<file path="src/rtl/sync_fifo_asym_if.sv">
// Handshake bundle for sync_fifo_asym: write/read requests, read data and every status output.
// master = producer/consumer side, slave = the FIFO.
interface sync_fifo_asym_if #(
    parameter int INPUT_WIDTH  = 8,
    parameter int OUTPUT_WIDTH = 32,
    parameter int WR_DEPTH     = 72,
    parameter int RD_DEPTH     = 18
);
    localparam int WCW = $clog2(WR_DEPTH) + 1;
    localparam int RCW = $clog2(RD_DEPTH) + 1;

    logic                    wr_en;
    logic [INPUT_WIDTH-1:0]  din;
    logic                    rd_en;
    logic                    valid;
    logic [OUTPUT_WIDTH-1:0] dout;
    logic                    full;
    logic                    empty;
    logic [WCW-1:0]          wr_data_count;
    logic [RCW-1:0]          rd_data_count;
    logic [WCW-1:0]          wr_data_space;
    logic [RCW-1:0]          rd_data_space;
    logic                    almost_full;
    logic                    almost_empty;
    logic                    prog_full;
    logic                    prog_empty;
    logic                    overflow;
    logic                    underflow;
    logic                    wr_ack;
    logic                    sbiterr;
    logic                    dbiterr;

    modport master (
        output wr_en, din, rd_en,
        input  valid, dout, full, empty, wr_data_count, rd_data_count,
               wr_data_space, rd_data_space, almost_full, almost_empty,
               prog_full, prog_empty, overflow, underflow, wr_ack, sbiterr, dbiterr
    );

    modport slave (
        input  wr_en, din, rd_en,
        output valid, dout, full, empty, wr_data_count, rd_data_count,
               wr_data_space, rd_data_space, almost_full, almost_empty,
               prog_full, prog_empty, overflow, underflow, wr_ack, sbiterr, dbiterr
    );
endinterface

</file>
<file path="src/rtl/sync_fifo_asym.sv">
// Single-clock FIFO with integer-ratio width conversion, STD/FWFT read modes and XPM-style status.
// Define SYNC_FIFO_ASYM_CHECK_EN to compile in simulation-only configuration and overflow/underflow checks.
module sync_fifo_asym #(
    parameter int          INPUT_WIDTH       = 8,
    parameter int          OUTPUT_WIDTH      = 32,
    parameter int          WR_DEPTH          = 72,
    parameter int          RD_DEPTH          = 18,
    parameter string       MODE              = "FWFT",
    parameter string       DIRECTION         = "LSB",
    parameter string       ECC_MODE          = "no_ecc",
    parameter int          PROG_FULL_THRESH  = 15,
    parameter int          PROG_EMPTY_THRESH = 10,
    parameter logic [15:0] USE_ADV_FEATURES  = 16'h1F1F
) (
    input logic            clock,
    input logic            reset,
    sync_fifo_asym_if.slave bus
);
    // Storage is R banks of unit-wide RAM; a unit index u lives in bank u%R, row u/R.
    localparam bit PACK       = (INPUT_WIDTH <= OUTPUT_WIDTH);
    localparam int UW         = PACK ? INPUT_WIDTH : OUTPUT_WIDTH;
    localparam int R          = PACK ? OUTPUT_WIDTH / INPUT_WIDTH : INPUT_WIDTH / OUTPUT_WIDTH;
    localparam int ROWS       = PACK ? RD_DEPTH : WR_DEPTH;
    localparam int NUNITS     = ROWS * R;
    localparam int RW         = (ROWS > 1) ? $clog2(ROWS) : 1;
    localparam int SW         = (R > 1) ? $clog2(R) : 1;
    localparam int CW         = $clog2(NUNITS + 1);
    localparam int WCW        = $clog2(WR_DEPTH) + 1;
    localparam int RCW        = $clog2(RD_DEPTH) + 1;
    localparam int WR_UNITS   = PACK ? 1 : R;
    localparam int RD_UNITS   = PACK ? R : 1;
    localparam bit IS_FWFT    = (MODE == "FWFT");
    localparam bit LSB_FIRST  = (DIRECTION == "LSB");
    localparam bit ECC_EN     = (ECC_MODE != "no_ecc");

    logic [RW-1:0]           wr_row_q, wr_row_d, rd_row_q, rd_row_d;
    logic [SW-1:0]           wr_sub_q, wr_sub_d, rd_sub_q, rd_sub_d;
    logic [CW-1:0]           units_q, units_d;
    logic [WCW-1:0]          wr_count_q, wr_count_d;
    logic [RCW-1:0]          rd_count_q, rd_count_d;
    logic                    full_q, full_d, empty_q, empty_d;
    logic                    almost_full_q, almost_full_d, almost_empty_q, almost_empty_d;
    logic                    prog_full_q, prog_full_d, prog_empty_q, prog_empty_d;
    logic                    overflow_q, underflow_q, wr_ack_q, valid_q;
    logic [OUTPUT_WIDTH-1:0] dout_q;
    logic [OUTPUT_WIDTH-1:0] head_word;
    logic [UW-1:0]           bank_rd [R];
    logic                    wr_acc, rd_acc;
    int                      units_n, wr_words, rd_words;

    assign wr_acc = bus.wr_en & ~full_q;
    assign rd_acc = bus.rd_en & ~empty_q;

    always_comb begin
        wr_row_d = wr_row_q;
        wr_sub_d = wr_sub_q;
        rd_row_d = rd_row_q;
        rd_sub_d = rd_sub_q;
        // The narrow side steps one unit at a time; the wide side steps a whole row.
        if (wr_acc) begin
            if (PACK && (wr_sub_q != SW'(R - 1))) begin
                wr_sub_d = wr_sub_q + SW'(1);
            end else begin
                wr_sub_d = '0;
                wr_row_d = (wr_row_q == RW'(ROWS - 1)) ? '0 : wr_row_q + RW'(1);
            end
        end
        if (rd_acc) begin
            if (!PACK && (rd_sub_q != SW'(R - 1))) begin
                rd_sub_d = rd_sub_q + SW'(1);
            end else begin
                rd_sub_d = '0;
                rd_row_d = (rd_row_q == RW'(ROWS - 1)) ? '0 : rd_row_q + RW'(1);
            end
        end

        units_n  = int'(units_q) + (wr_acc ? WR_UNITS : 0) - (rd_acc ? RD_UNITS : 0);
        // A wide write row stays occupied until its last unit is read, hence the ceiling.
        wr_words = PACK ? units_n : (units_n + R - 1) / R;
        rd_words = PACK ? units_n / R : units_n;

        units_d        = CW'(units_n);
        wr_count_d     = WCW'(wr_words);
        rd_count_d     = RCW'(rd_words);
        full_d         = (wr_words == WR_DEPTH);
        almost_full_d  = (wr_words == WR_DEPTH - 1);
        prog_full_d    = (wr_words >= PROG_FULL_THRESH);
        empty_d        = (rd_words == 0);
        almost_empty_d = (rd_words == 1);
        prog_empty_d   = (rd_words <= PROG_EMPTY_THRESH);
    end

    always_ff @(posedge clock or negedge reset) begin
        if (!reset) begin
            wr_row_q       <= '0;
            wr_sub_q       <= '0;
            rd_row_q       <= '0;
            rd_sub_q       <= '0;
            units_q        <= '0;
            wr_count_q     <= '0;
            rd_count_q     <= '0;
            full_q         <= 1'b0;
            almost_full_q  <= 1'b0;
            prog_full_q    <= 1'b0;
            empty_q        <= 1'b1;
            almost_empty_q <= 1'b0;
            prog_empty_q   <= 1'b1;
            overflow_q     <= 1'b0;
            underflow_q    <= 1'b0;
            wr_ack_q       <= 1'b0;
            valid_q        <= 1'b0;
            dout_q         <= '0;
        end else begin
            wr_row_q       <= wr_row_d;
            wr_sub_q       <= wr_sub_d;
            rd_row_q       <= rd_row_d;
            rd_sub_q       <= rd_sub_d;
            units_q        <= units_d;
            wr_count_q     <= wr_count_d;
            rd_count_q     <= rd_count_d;
            full_q         <= full_d;
            almost_full_q  <= almost_full_d;
            prog_full_q    <= prog_full_d;
            empty_q        <= empty_d;
            almost_empty_q <= almost_empty_d;
            prog_empty_q   <= prog_empty_d;
            overflow_q     <= bus.wr_en & full_q;
            underflow_q    <= bus.rd_en & empty_q;
            wr_ack_q       <= wr_acc;
            valid_q        <= !IS_FWFT && rd_acc;
            if (!IS_FWFT && rd_acc) begin
                dout_q <= head_word;
            end
        end
    end

    genvar gi;
    generate
        for (gi = 0; gi < R; gi++) begin : g_bank
            // LANE is where this bank's unit sits inside the wide word.
            localparam int LANE = LSB_FIRST ? gi : R - 1 - gi;
            logic [UW-1:0] mem [ROWS];
            logic          bank_we;
            logic [UW-1:0] bank_wdata;

            if (PACK) begin : g_pack
                assign bank_we    = wr_acc && (wr_sub_q == SW'(gi));
                assign bank_wdata = bus.din;
                assign head_word[LANE*UW +: UW] = bank_rd[gi];
            end else begin : g_unpack
                assign bank_we    = wr_acc;
                assign bank_wdata = bus.din[LANE*UW +: UW];
            end

            always_ff @(posedge clock) begin
                if (bank_we) begin
                    mem[wr_row_q] <= bank_wdata;
                end
            end

            assign bank_rd[gi] = mem[rd_row_q];
        end

        if (!PACK) begin : g_unpack_sel
            assign head_word = bank_rd[rd_sub_q];
        end
    endgenerate

    assign bus.full          = full_q;
    assign bus.empty         = empty_q;
    assign bus.dout          = IS_FWFT ? (empty_q ? '0 : head_word) : dout_q;
    assign bus.valid         = USE_ADV_FEATURES[12] & (IS_FWFT ? ~empty_q : valid_q);
    assign bus.wr_data_count = USE_ADV_FEATURES[2] ? wr_count_q : '0;
    assign bus.rd_data_count = USE_ADV_FEATURES[10] ? rd_count_q : '0;
    assign bus.wr_data_space = WCW'(WR_DEPTH) - wr_count_q;
    assign bus.rd_data_space = RCW'(RD_DEPTH) - rd_count_q;
    assign bus.overflow      = USE_ADV_FEATURES[0] & overflow_q;
    assign bus.prog_full     = USE_ADV_FEATURES[1] & prog_full_q;
    assign bus.almost_full   = USE_ADV_FEATURES[3] & almost_full_q;
    assign bus.wr_ack        = USE_ADV_FEATURES[4] & wr_ack_q;
    assign bus.underflow     = USE_ADV_FEATURES[8] & underflow_q;
    assign bus.prog_empty    = USE_ADV_FEATURES[9] & prog_empty_q;
    assign bus.almost_empty  = USE_ADV_FEATURES[11] & almost_empty_q;
    // No ECC encoder exists, so the error flags stay low.
    assign bus.sbiterr       = ECC_EN & 1'b0;
    assign bus.dbiterr       = ECC_EN & 1'b0;

`ifdef SYNC_FIFO_ASYM_CHECK_EN
    initial begin
        if (WR_DEPTH * INPUT_WIDTH != RD_DEPTH * OUTPUT_WIDTH)
            $error("sync_fifo_asym: WR_DEPTH*INPUT_WIDTH != RD_DEPTH*OUTPUT_WIDTH");
        if ((PACK ? (OUTPUT_WIDTH % INPUT_WIDTH) : (INPUT_WIDTH % OUTPUT_WIDTH)) != 0)
            $error("sync_fifo_asym: widths are not an integer ratio");
    end

    always @(posedge clock) begin
        if (reset && bus.wr_en && full_q)
            $error("sync_fifo_asym: overflow");
        if (reset && bus.rd_en && empty_q)
            $error("sync_fifo_asym: underflow");
    end
`else
    // Default build carries no checking logic.
`endif
endmodule

</file>
<file path="src/flat_wrapper.sv">
// flat-port wrapper written by rule: the top's interface ports become plain ports
module sync_fifo_asym_flat 
#(
    parameter int          INPUT_WIDTH       = 8,
    parameter int          OUTPUT_WIDTH      = 32,
    parameter int          WR_DEPTH          = 72,
    parameter int          RD_DEPTH          = 18,
    parameter string       MODE              = "    ",
    parameter string       DIRECTION         = "   ",
    parameter string       ECC_MODE          = "      ",
    parameter int          PROG_FULL_THRESH  = 15,
    parameter int          PROG_EMPTY_THRESH = 10,
    parameter logic [15:0] USE_ADV_FEATURES  = 16'h1F1F
)
  (clock, reset, bus_wr_en, bus_din, bus_rd_en, bus_valid, bus_dout, bus_full, bus_empty, bus_wr_data_count, bus_rd_data_count, bus_wr_data_space, bus_rd_data_space, bus_almost_full, bus_almost_empty, bus_prog_full, bus_prog_empty, bus_overflow, bus_underflow, bus_wr_ack, bus_sbiterr, bus_dbiterr);
  sync_fifo_asym_if #(.INPUT_WIDTH(INPUT_WIDTH), .OUTPUT_WIDTH(OUTPUT_WIDTH), .WR_DEPTH(WR_DEPTH), .RD_DEPTH(RD_DEPTH)) bus_i ();
  input logic clock;
  input logic reset;
  input wire logic [$bits(bus_i.wr_en)-1:0] bus_wr_en;
  input wire logic [$bits(bus_i.din)-1:0] bus_din;
  input wire logic [$bits(bus_i.rd_en)-1:0] bus_rd_en;
  output wire logic [$bits(bus_i.valid)-1:0] bus_valid;
  output wire logic [$bits(bus_i.dout)-1:0] bus_dout;
  output wire logic [$bits(bus_i.full)-1:0] bus_full;
  output wire logic [$bits(bus_i.empty)-1:0] bus_empty;
  output wire logic [$bits(bus_i.wr_data_count)-1:0] bus_wr_data_count;
  output wire logic [$bits(bus_i.rd_data_count)-1:0] bus_rd_data_count;
  output wire logic [$bits(bus_i.wr_data_space)-1:0] bus_wr_data_space;
  output wire logic [$bits(bus_i.rd_data_space)-1:0] bus_rd_data_space;
  output wire logic [$bits(bus_i.almost_full)-1:0] bus_almost_full;
  output wire logic [$bits(bus_i.almost_empty)-1:0] bus_almost_empty;
  output wire logic [$bits(bus_i.prog_full)-1:0] bus_prog_full;
  output wire logic [$bits(bus_i.prog_empty)-1:0] bus_prog_empty;
  output wire logic [$bits(bus_i.overflow)-1:0] bus_overflow;
  output wire logic [$bits(bus_i.underflow)-1:0] bus_underflow;
  output wire logic [$bits(bus_i.wr_ack)-1:0] bus_wr_ack;
  output wire logic [$bits(bus_i.sbiterr)-1:0] bus_sbiterr;
  output wire logic [$bits(bus_i.dbiterr)-1:0] bus_dbiterr;
  assign bus_i.wr_en = bus_wr_en;
  assign bus_i.din = bus_din;
  assign bus_i.rd_en = bus_rd_en;
  assign bus_valid = bus_i.valid;
  assign bus_dout = bus_i.dout;
  assign bus_full = bus_i.full;
  assign bus_empty = bus_i.empty;
  assign bus_wr_data_count = bus_i.wr_data_count;
  assign bus_rd_data_count = bus_i.rd_data_count;
  assign bus_wr_data_space = bus_i.wr_data_space;
  assign bus_rd_data_space = bus_i.rd_data_space;
  assign bus_almost_full = bus_i.almost_full;
  assign bus_almost_empty = bus_i.almost_empty;
  assign bus_prog_full = bus_i.prog_full;
  assign bus_prog_empty = bus_i.prog_empty;
  assign bus_overflow = bus_i.overflow;
  assign bus_underflow = bus_i.underflow;
  assign bus_wr_ack = bus_i.wr_ack;
  assign bus_sbiterr = bus_i.sbiterr;
  assign bus_dbiterr = bus_i.dbiterr;
  sync_fifo_asym #(.INPUT_WIDTH(INPUT_WIDTH), .OUTPUT_WIDTH(OUTPUT_WIDTH), .WR_DEPTH(WR_DEPTH), .RD_DEPTH(RD_DEPTH), .MODE(MODE), .DIRECTION(DIRECTION), .ECC_MODE(ECC_MODE), .PROG_FULL_THRESH(PROG_FULL_THRESH), .PROG_EMPTY_THRESH(PROG_EMPTY_THRESH), .USE_ADV_FEATURES(USE_ADV_FEATURES)) u_core (.clock(clock), .reset(reset), .bus(bus_i));
endmodule
</file>
<file path="config.mk">
export PLATFORM = sky130hd
export DESIGN_NAME = sync_fifo_asym_flat
export DESIGN_NICKNAME = d
export VERILOG_FILES = /design/src/rtl/sync_fifo_asym_if.sv /design/src/rtl/sync_fifo_asym.sv /design/src/flat_wrapper.sv
export SDC_FILE = /design/constraint.sdc
export NUM_CORES = 1
export LEC_CHECK = 0
export CORE_MARGIN = 8
export CORE_UTILIZATION = 45
export CTS_CLUSTER_SIZE = 30
export DETAILED_ROUTE_END_ITERATION = 10
export HOLD_SLACK_MARGIN = 0.08
export MAX_ROUTING_LAYER = met4
export PLACE_DENSITY_LB_ADDON = 0.08
export REMOVE_ABC_BUFFERS = 1
export SYNTH_ARGS = -nofsm -noshare
export SYNTH_HDL_FRONTEND = slang
export SYNTH_SLANG_ARGS = --single-unit
</file>
<file path="constraint.sdc">
create_clock -name clock -period 12.4 [get_ports clock]
set_clock_uncertainty 0.05 [all_clocks]
set_input_delay 3.72 -clock clock [delete_from_list [all_inputs] [get_ports clock]]
set_output_delay 3.72 -clock clock [all_outputs]
set_load 0.005 [all_outputs]
</file>
Word level (Yosys, flattened, before mapping). Memory sizes are Yosys's and may differ from the RTL's. A register that Yosys moved wholly into a read port is not among the register bits. Index checks and enable logic that the tools add are counted.

$add $sub $neg: 8. Magnitude comparators: 2. Equality and inequality tests: 9. Mux-type cells: 13. Bitwise gates (word level): 8. Reductions and logical operators: 12.

Operator list (count): equality test 32 x 8 -> 1 bit, second input constant (2); adder 32 x 1 -> 32 bit (1); adder 8 x 32 -> 32 bit (1); equality test 32 x 2 -> 1 bit, second input constant (1); greater-or-equal comparator 32 x 5 -> 1 bit, second input constant (1); <= comparator 32 x 5 -> 1 bit, second input constant (1); logical NOT 32 bit (1); subtractor 32 bit (1); adder 5 x 1 -> 5 bit, second input constant (2); equality test 5 bit, second input constant (2); 2-to-1 mux 5 bit (2); 2-to-1 mux 1 bit (9); subtractor 7 x 8 -> 8 bit, first input constant (1); subtractor 5 x 6 -> 6 bit, first input constant (1); bitwise AND 1 bit (5); equality test 2 bit, second input constant (2); logical AND 1 bit (4); logical NOT 1 bit (4); 2-to-1 mux 3 bit (1); NOT 1 bit (3); adder 2 x 1 -> 2 bit, second input constant (1); equality test 2 x 1 -> 1 bit, second input constant (1); logical NOT 2 bit (1); 2-to-1 mux 2 bit (1); other kinds (3) (3).

Register bits: 43. Memory bits (writable): 576. Input port bits: 12. Output and inout port bits: 72. Memories kept: 4.

Memory list: u_core.g_bank[0].mem (depth 18, width 8, read ports 1, clocked after Yosys merged registers in 1, wr ports 1, RTL line sync_fifo_asym.sv:142) `logic [UW-1:0] mem [ROWS];`; u_core.g_bank[1].mem (depth 18, width 8, read ports 1, clocked after Yosys merged registers in 1, wr ports 1, RTL line sync_fifo_asym.sv:142); u_core.g_bank[2].mem (depth 18, width 8, read ports 1, clocked after Yosys merged registers in 1, wr ports 1, RTL line sync_fifo_asym.sv:142); u_core.g_bank[3].mem (depth 18, width 8, read ports 1, clocked after Yosys merged registers in 1, wr ports 1, RTL line sync_fifo_asym.sv:142).

Depth between registers and ports, before layout.
Word-level depth: 9. Mapped depth: 21.

Worst setup path before layout. OpenSTA, ideal clock, no wires.

Path type: input port to flip-flop. Start: input bus_rd_en. End: register u_core.empty_q (netlist: u_core.bus.empty). Data arrival time: 7.310 ns. Data required time: 12.261 ns. Setup slack: 4.951 ns. Cell stages on the path: 20. Buffers on the path: 2. Cell sequence: nand2b_1 clkbuf_1 clkbuf_1 ha_1 ha_1 a211o_1 a211oi_1 nor3_1 nor3_1 ha_1 inv_1 a21oi_1 ha_1 ha_1 nand2_1 a21oi_1 o32ai_2 a211oi_1 nand4_1 a211oi_1.

Longest elaborated chain between the ends: 6.

RTL lines: start, declared (RTL line flat_wrapper.sv:21) `input wire logic [$bits(bus_i.rd_en)-1:0] bus_rd_en;`; bitwise AND 1 bit * (RTL line sync_fifo_asym.sv:52) `assign rd_acc = bus.rd_en & ~empty_q;`; 2-to-1 mux 3 bit * (RTL line sync_fifo_asym.sv:77) `units_n = int'(units_q) + (wr_acc ? WR_UNITS : 0) - (rd_acc ? RD_UNITS : 0);`; subtractor 32 bit * (RTL line sync_fifo_asym.sv:77); bitwise AND 1 bit (no line); adder 32 x 1 -> 32 bit (no line) *; logical NOT 32 bit * (RTL line sync_fifo_asym.sv:88) `empty_d = (rd_words == 0);`; named net u_core.empty_d (RTL line sync_fifo_asym.sv:41) `logic full_q, full_d, empty_q, empty_d;`; end signal, assigned (RTL line sync_fifo_asym.sv:124) `empty_q <= empty_d;`; end, declared (RTL line sync_fifo_asym.sv:41).

Mark *: on every way through the listed nets, which the timed path passes. The rest lies on a longest branch. A chain may end at the register's enable or synchronous reset.

Worst setup path after layout. Same ends and word-level chain as after synthesis.

==> flow_summary.html <==
<table>
<tr><th>Metric</th><th>Value</th></tr>
<tr><th colspan="2">Floorplanning</th></tr>
<tr><td>Core Region</td><td>56,300 um^2</td></tr>
<tr><td>Die area</td><td>64,700 um^2</td></tr>
<tr><td>Effective utilization at floorplan</td><td>45.4%</td></tr>
<tr><td>Vertical die dimension</td><td>254 um</td></tr>
<tr><td>Io pins</td><td>84</td></tr>
<tr><td># rows</td><td>87</td></tr>
<tr><td>Die width</td><td>254 um</td></tr>
<tr><th colspan="2">Place</th></tr>
<tr><td>Half-perimeter wire length of the detailed placement result</td><td>32.7 mm</td></tr>
<tr><td>DP Cell Count</td><td>2,112</td></tr>
<tr><td>Total placed instance area</td><td>27,100 um^2</td></tr>
<tr><td>RePlAce Congestion</td><td>0.770</td></tr>
<tr><td>Post-place setup slack</td><td>3.75 ns</td></tr>
<tr><td>Number of port buffers</td><td>81</td></tr>
<tr><th colspan="2">Worst setup path</th></tr>
<tr><td>Critical R2R Capture</td><td>u_core.bus.empty$_DFF_PN1_</td></tr>
<tr><td>Setup slack of the worst register-to-register path</td><td>7.40 ns</td></tr>
<tr><td>Cell class contributing the biggest share of worst-path delay</td><td>compound AO/OA/AOI/OAI gates</td></tr>
<tr><td>CP Launch Type</td><td>input port</td></tr>
<tr><td>Worst Path Required</td><td>12.84 ns</td></tr>
<tr><td>Cell Chain, Critical Path</td><td>clkdlybuf4s50_1 -&gt; nand2b_2 -&gt; buf_4 -&gt; ha_1 -&gt; ha_1 -&gt; a211o_1 -&gt; a211oi_1 -&gt; nor3_1 -&gt; nor3_1 -&gt; ha_1 -&gt; inv_1 -&gt; a21oi_1 -&gt; ha_1 -&gt; ha_1 -&gt; nand2_1 -&gt; a21oi_1 -&gt; o32ai_2 -&gt; a211oi_1 -&gt; nand4_1 -&gt; a211oi_1</td></tr>
<tr><td>Delay of the slowest cell on the worst path</td><td>0.58 ns</td></tr>
<tr><td>Type of element capturing the critical path</td><td>flop</td></tr>
<tr><td>Critical-path maximum fanout</td><td>70</td></tr>
<tr><td>Worst-case reg-to-reg path depth</td><td>19</td></tr>
<tr><td>Buffers plus inverters on the worst setup path</td><td>3</td></tr>
<tr><td>Reg-to-reg critical path startpoint</td><td>u_core.bus.empty$_DFF_PN1_</td></tr>
<tr><td>Crit path DAT</td><td>8.43 ns</td></tr>
<tr><td>Max stage delay cell, worst path</td><td>sky130_fd_sc_hd__buf_4</td></tr>
<tr><td>Kind of critical path</td><td>in2reg</td></tr>
<tr><td>Dominant cell type by count on the critical path</td><td>sky130_fd_sc_hd__ha_1</td></tr>
<tr><th colspan="2">Timing</th></tr>
<tr><td>Worst rel slew slack</td><td>26.0%</td></tr>
<tr><td>Post-route clock period utilization</td><td>64.5%</td></tr>
<tr><td>Fin worst setup slack</td><td>4.41 ns</td></tr>
<tr><td>Setup-violating endpoint count in the final report</td><td>0</td></tr>
<tr><td>Pins over their slew limit</td><td>0</td></tr>
<tr><td>Min Clock Period, post-route</td><td>7.99 ns</td></tr>
<tr><td>Number of hold-slack violations in the final timing report</td><td>0</td></tr>
<tr><td>Fmax achieved</td><td>125 MHz</td></tr>
<tr><td>RSZ-0062 raised after global routing</td><td>no</td></tr>
<tr><td>Hold Worst Slack</td><td>0.423 ns</td></tr>
<tr><td>Setup TNS</td><td>0 ns</td></tr>
<tr><td>Pin slew with the least headroom to its limit</td><td>1.11 ns</td></tr>
<tr><th colspan="2">Hold path</th></tr>
<tr><td>Class of the most critical hold timing path</td><td>reg2reg</td></tr>
<tr><td>Worst hold path stage count</td><td>2</td></tr>
<tr><td>Hold path start</td><td>u_core.bus.dout[24]$_DFFE_PN0P_</td></tr>
<tr><td>Capture endpoint of the worst hold path</td><td>u_core.bus.dout[24]$_DFFE_PN0P_</td></tr>
<tr><th colspan="2">Power</th></tr>
<tr><td>Power density cells</td><td>228 nW/um^2</td></tr>
<tr><td>Leakage power total</td><td>9.52 nW</td></tr>
<tr><td>Worst IR Drop VDD</td><td>0.136 mV</td></tr>
<tr><td>Overall power</td><td>6.68 mW</td></tr>
<tr><th colspan="2">Final layout</th></tr>
<tr><td>Layout cell share with drive strength beyond 1</td><td>20.1%</td></tr>
<tr><td>Layout net count</td><td>1,468</td></tr>
<tr><td>Register cell area after layout</td><td>19,000 um^2</td></tr>
<tr><td>Antenna cells</td><td>0</td></tr>
<tr><td>Signed area change from the synthesized netlist to the final layout</td><td>14.5%</td></tr>
<tr><td>Most common cell after layout, fill and taps aside</td><td>sky130_fd_sc_hd__edfxtp_1</td></tr>
<tr><td>Fill cells</td><td>4,509</td></tr>
<tr><td>Final design instance area without fill</td><td>29,300 um^2</td></tr>
<tr><td>Combined area of the multi-input logic cells</td><td>6160 um^2</td></tr>
<tr><td>Non-filler cells, final</td><td>2,235</td></tr>
<tr><td>Leading cell types in the layout, fill and taps excluded</td><td>576 x sky130_fd_sc_hd__edfxtp_1, 160 x sky130_fd_sc_hd__mux4_2, 97 x sky130_fd_sc_hd__nand2_1</td></tr>
<tr><td>Final core area utilization</td><td>52.0%</td></tr>
<tr><th colspan="2">Route</th></tr>
<tr><td>Number of vias per cell after detailed routing</td><td>5.48</td></tr>
<tr><td>Highest routed metal layer</td><td>met4</td></tr>
<tr><td>Iter 0 DRT Violations</td><td>890</td></tr>
<tr><td>Average wire per standard cell</td><td>25.4 um</td></tr>
<tr><td>Metal1 wirelength</td><td>25.3 mm</td></tr>
<tr><td>Detailed-routing iteration count for the pre-antenna-repair pass</td><td>5</td></tr>
<tr><td>Length of routed met2 wiring</td><td>27.7 mm</td></tr>
<tr><td>Wirelength, routed</td><td>56.7 mm</td></tr>
<tr><td>Met3 WL post-DR</td><td>2.63 mm</td></tr>
<tr><td>Remaining antenna violation count after routing</td><td>0</td></tr>
<tr><td>DRC violations left</td><td>0</td></tr>
<tr><td>Vias post-DR</td><td>12,247</td></tr>
<tr><th colspan="2">CTS</th></tr>
<tr><td>Number of sinks handled by clock tree synthesis</td><td>644</td></tr>
<tr><td>Root Buffer</td><td>sky130_fd_sc_hd__clkbuf_16</td></tr>
<tr><td>Count of H-tree levels built during CTS</td><td>3</td></tr>
<tr><td>Number of gates resized after CTS</td><td>0</td></tr>
<tr><td>Buffer count from post-CTS setup fixing</td><td>0</td></tr>
<tr><td>Num CTS Buffers</td><td>68</td></tr>
<tr><td>Clock tree from TritonCTS</td><td>done</td></tr>
<tr><td>Clock latency on the worst-skew pair</td><td>0.58 ns</td></tr>
<tr><td>Reg clk slew, reported paths</td><td>0.06 ns</td></tr>
<tr><td>Count of hold buffers inserted by post-cts repair</td><td>0</td></tr>
<tr><td>Clk buf depth</td><td>3</td></tr>
<tr><th colspan="2">Yosys</th></tr>
<tr><td>Primary FF master, synth</td><td>sky130_fd_sc_hd__edfxtp_1</td></tr>
<tr><td>Count of yosys warnings during synthesis</td><td>0</td></tr>
<tr><td>Share of flip-flops with an asynchronous set or reset after synthesis</td><td>10.6%</td></tr>
<tr><td>Count of cell types in the netlist</td><td>55</td></tr>
<tr><td>Register bit total from synthesis</td><td>644</td></tr>
<tr><td>Netlist area before placement</td><td>25,600 um^2</td></tr>
<tr><td>Post-Synthesis Mean Instance Area</td><td>19.3 um^2</td></tr>
<tr><td>Cells after synthesis</td><td>1,324</td></tr>
<tr><td>Number of flops mapped to enable cells by yosys</td><td>576</td></tr>
<tr><td>Sequential-to-total area share from yosys stat</td><td>74.4%</td></tr>
<tr><th colspan="2">Global route</th></tr>
<tr><td>First-pass GRT wire length</td><td>84.3 mm</td></tr>
<tr><td>Total congestion overflow</td><td>0</td></tr>
<tr><td>Largest net degree at the start of global routing</td><td>73</td></tr>
<tr><td>Total routing usage reported by global routing</td><td>18.3%</td></tr>
<tr><td>Initial antenna violation count</td><td>0</td></tr>
<tr><td>Via count of the first global-routing pass</td><td>12,631</td></tr>
<tr><th colspan="2">Flow run</th></tr>
<tr><td>Number of maximum-capacitance violations</td><td>0</td></tr>
<tr><th colspan="2">Run status</th></tr>
<tr><td>Outcome</td><td>completed</td></tr>
</table>
==> worst register-to-register path: stages (launching register included) <==
cell,delay [ns]
sky130_fd_sc_hd__dfstp_2,0.54
sky130_fd_sc_hd__nand2b_2,0.11
sky130_fd_sc_hd__buf_4,0.58
sky130_fd_sc_hd__ha_1,0.43
sky130_fd_sc_hd__ha_1,0.22
sky130_fd_sc_hd__a211o_1,0.32
sky130_fd_sc_hd__a211oi_1,0.33
sky130_fd_sc_hd__nor3_1,0.08
sky130_fd_sc_hd__nor3_1,0.18
sky130_fd_sc_hd__ha_1,0.25
sky130_fd_sc_hd__inv_1,0.09
sky130_fd_sc_hd__a21oi_1,0.12
sky130_fd_sc_hd__ha_1,0.23
sky130_fd_sc_hd__ha_1,0.23
sky130_fd_sc_hd__nand2_1,0.07
sky130_fd_sc_hd__a21oi_1,0.16
sky130_fd_sc_hd__o32ai_2,0.15
sky130_fd_sc_hd__a211oi_1,0.30
sky130_fd_sc_hd__nand4_1,0.17
sky130_fd_sc_hd__a211oi_1,0.30
==> registers in the layout, summed over array words and instances (netlist names) <==
name	count
u_core.g_bank.mem	576
u_core.bus.dout	32
u_core.bus.rd_data_count	6
u_core.units_q	6
u_core.rd_row_q	5
u_core.wr_row_q	5
u_core.bus.wr_data_count	2
u_core.wr_sub_q	2
u_core.bus.almost_empty	1
u_core.bus.almost_full	1
u_core.bus.empty	1
u_core.bus.full	1
u_core.bus.overflow	1
u_core.bus.prog_empty	1
u_core.bus.prog_full	1
u_core.bus.underflow	1
u_core.bus.valid	1
u_core.bus.wr_ack	1
==> worst max-delay path by stage <==
stage,cells after the start,start,endpoint,slack (ns)
after floorplan,18,bus_rd_en,u_core.bus.empty$_DFF_PN1_,4.29
after global placement,20,bus_rd_en,u_core.bus.empty$_DFF_PN1_,3.93
after detailed placement,20,bus_rd_en,u_core.bus.empty$_DFF_PN1_,3.75
after CTS,20,bus_rd_en,u_core.bus.empty$_DFF_PN1_,4.39
after global routing,20,bus_rd_en,u_core.bus.empty$_DFF_PN1_,3.94
final,20,bus_rd_en,u_core.bus.empty$_DFF_PN1_,4.41
==> where the power goes <==
part           total [mW]  switching, mW  leakage (nW)  internal, mW
clock                1.96          0.806          1.04          1.15
combinational        2.02           1.02          2.48         0.998
sequential           2.71          0.175          6.00          2.53
==> layout make-up <==
type	count	area share, %
Clock buffer	102	6.67
Clock inverter	21	0.616
Inverter	30	0.385
Multi-Input combinational cell	583	21.1
Sequential cell	644	65.0
Tap cell	756	3.23
Timing Repair Buffer	99	3.09
==> Yosys cell counts, types with 2 or more instances <==
master,n,area [um^2]
sky130_fd_sc_hd__a211oi_1,4,30.0
sky130_fd_sc_hd__a21oi_1,7,35.0
sky130_fd_sc_hd__a31oi_1,2,12.5
sky130_fd_sc_hd__and2_1,18,113
sky130_fd_sc_hd__and3_1,4,25.0
sky130_fd_sc_hd__buf_1,7,26.3
sky130_fd_sc_hd__buf_2,12,60.1
sky130_fd_sc_hd__buf_4,4,30.0
sky130_fd_sc_hd__clkbuf_1,45,169
sky130_fd_sc_hd__dfrtp_1,66,1650
sky130_fd_sc_hd__dfstp_2,2,52.6
sky130_fd_sc_hd__edfxtp_1,576,17300
sky130_fd_sc_hd__ha_1,30,375
sky130_fd_sc_hd__inv_1,28,105
sky130_fd_sc_hd__inv_2,2,7.51
sky130_fd_sc_hd__mux2i_1,32,320
sky130_fd_sc_hd__mux4_2,160,3600
sky130_fd_sc_hd__nand2_1,97,364
sky130_fd_sc_hd__nand2b_1,2,12.5
sky130_fd_sc_hd__nand3_1,10,50.1
sky130_fd_sc_hd__nand4_1,5,31.3
sky130_fd_sc_hd__nor2_1,71,267
sky130_fd_sc_hd__nor2b_1,4,25.0
sky130_fd_sc_hd__nor3_1,9,45.0
sky130_fd_sc_hd__o21a_1,3,22.5
sky130_fd_sc_hd__o21ai_0,76,380
sky130_fd_sc_hd__o31ai_1,2,15.0
sky130_fd_sc_hd__or3_1,2,12.5
sky130_fd_sc_hd__xnor2_1,16,140
sky130_fd_sc_hd__xor2_1,3,26.3
==> cells by family (layout without fill, tap and decap cells) <==
group / count (synthesis) / in the layout / share of synthesized area [%]
compound gates: 106 / 106 / 2.47
xor+xnor: 19 / 19 / 0.651
mux: 192 / 192 / 15.4
fa+ha+maj: 30 / 30 / 1.47
flops: 644 / 644 / 74.4
buf+inv: 98 / 252 / 1.56
other cells: 1 / 2 / 0.0147
simple gates: 234 / 234 / 4.13
==> layer usage <==
layer  vias up  GRT usage, %
met4         0          4.80
met1      6449          24.7
li1       5457             -
met5         -             -
met2       272          29.0
met3        69          3.06
Power figures use the tool's default switching activity.
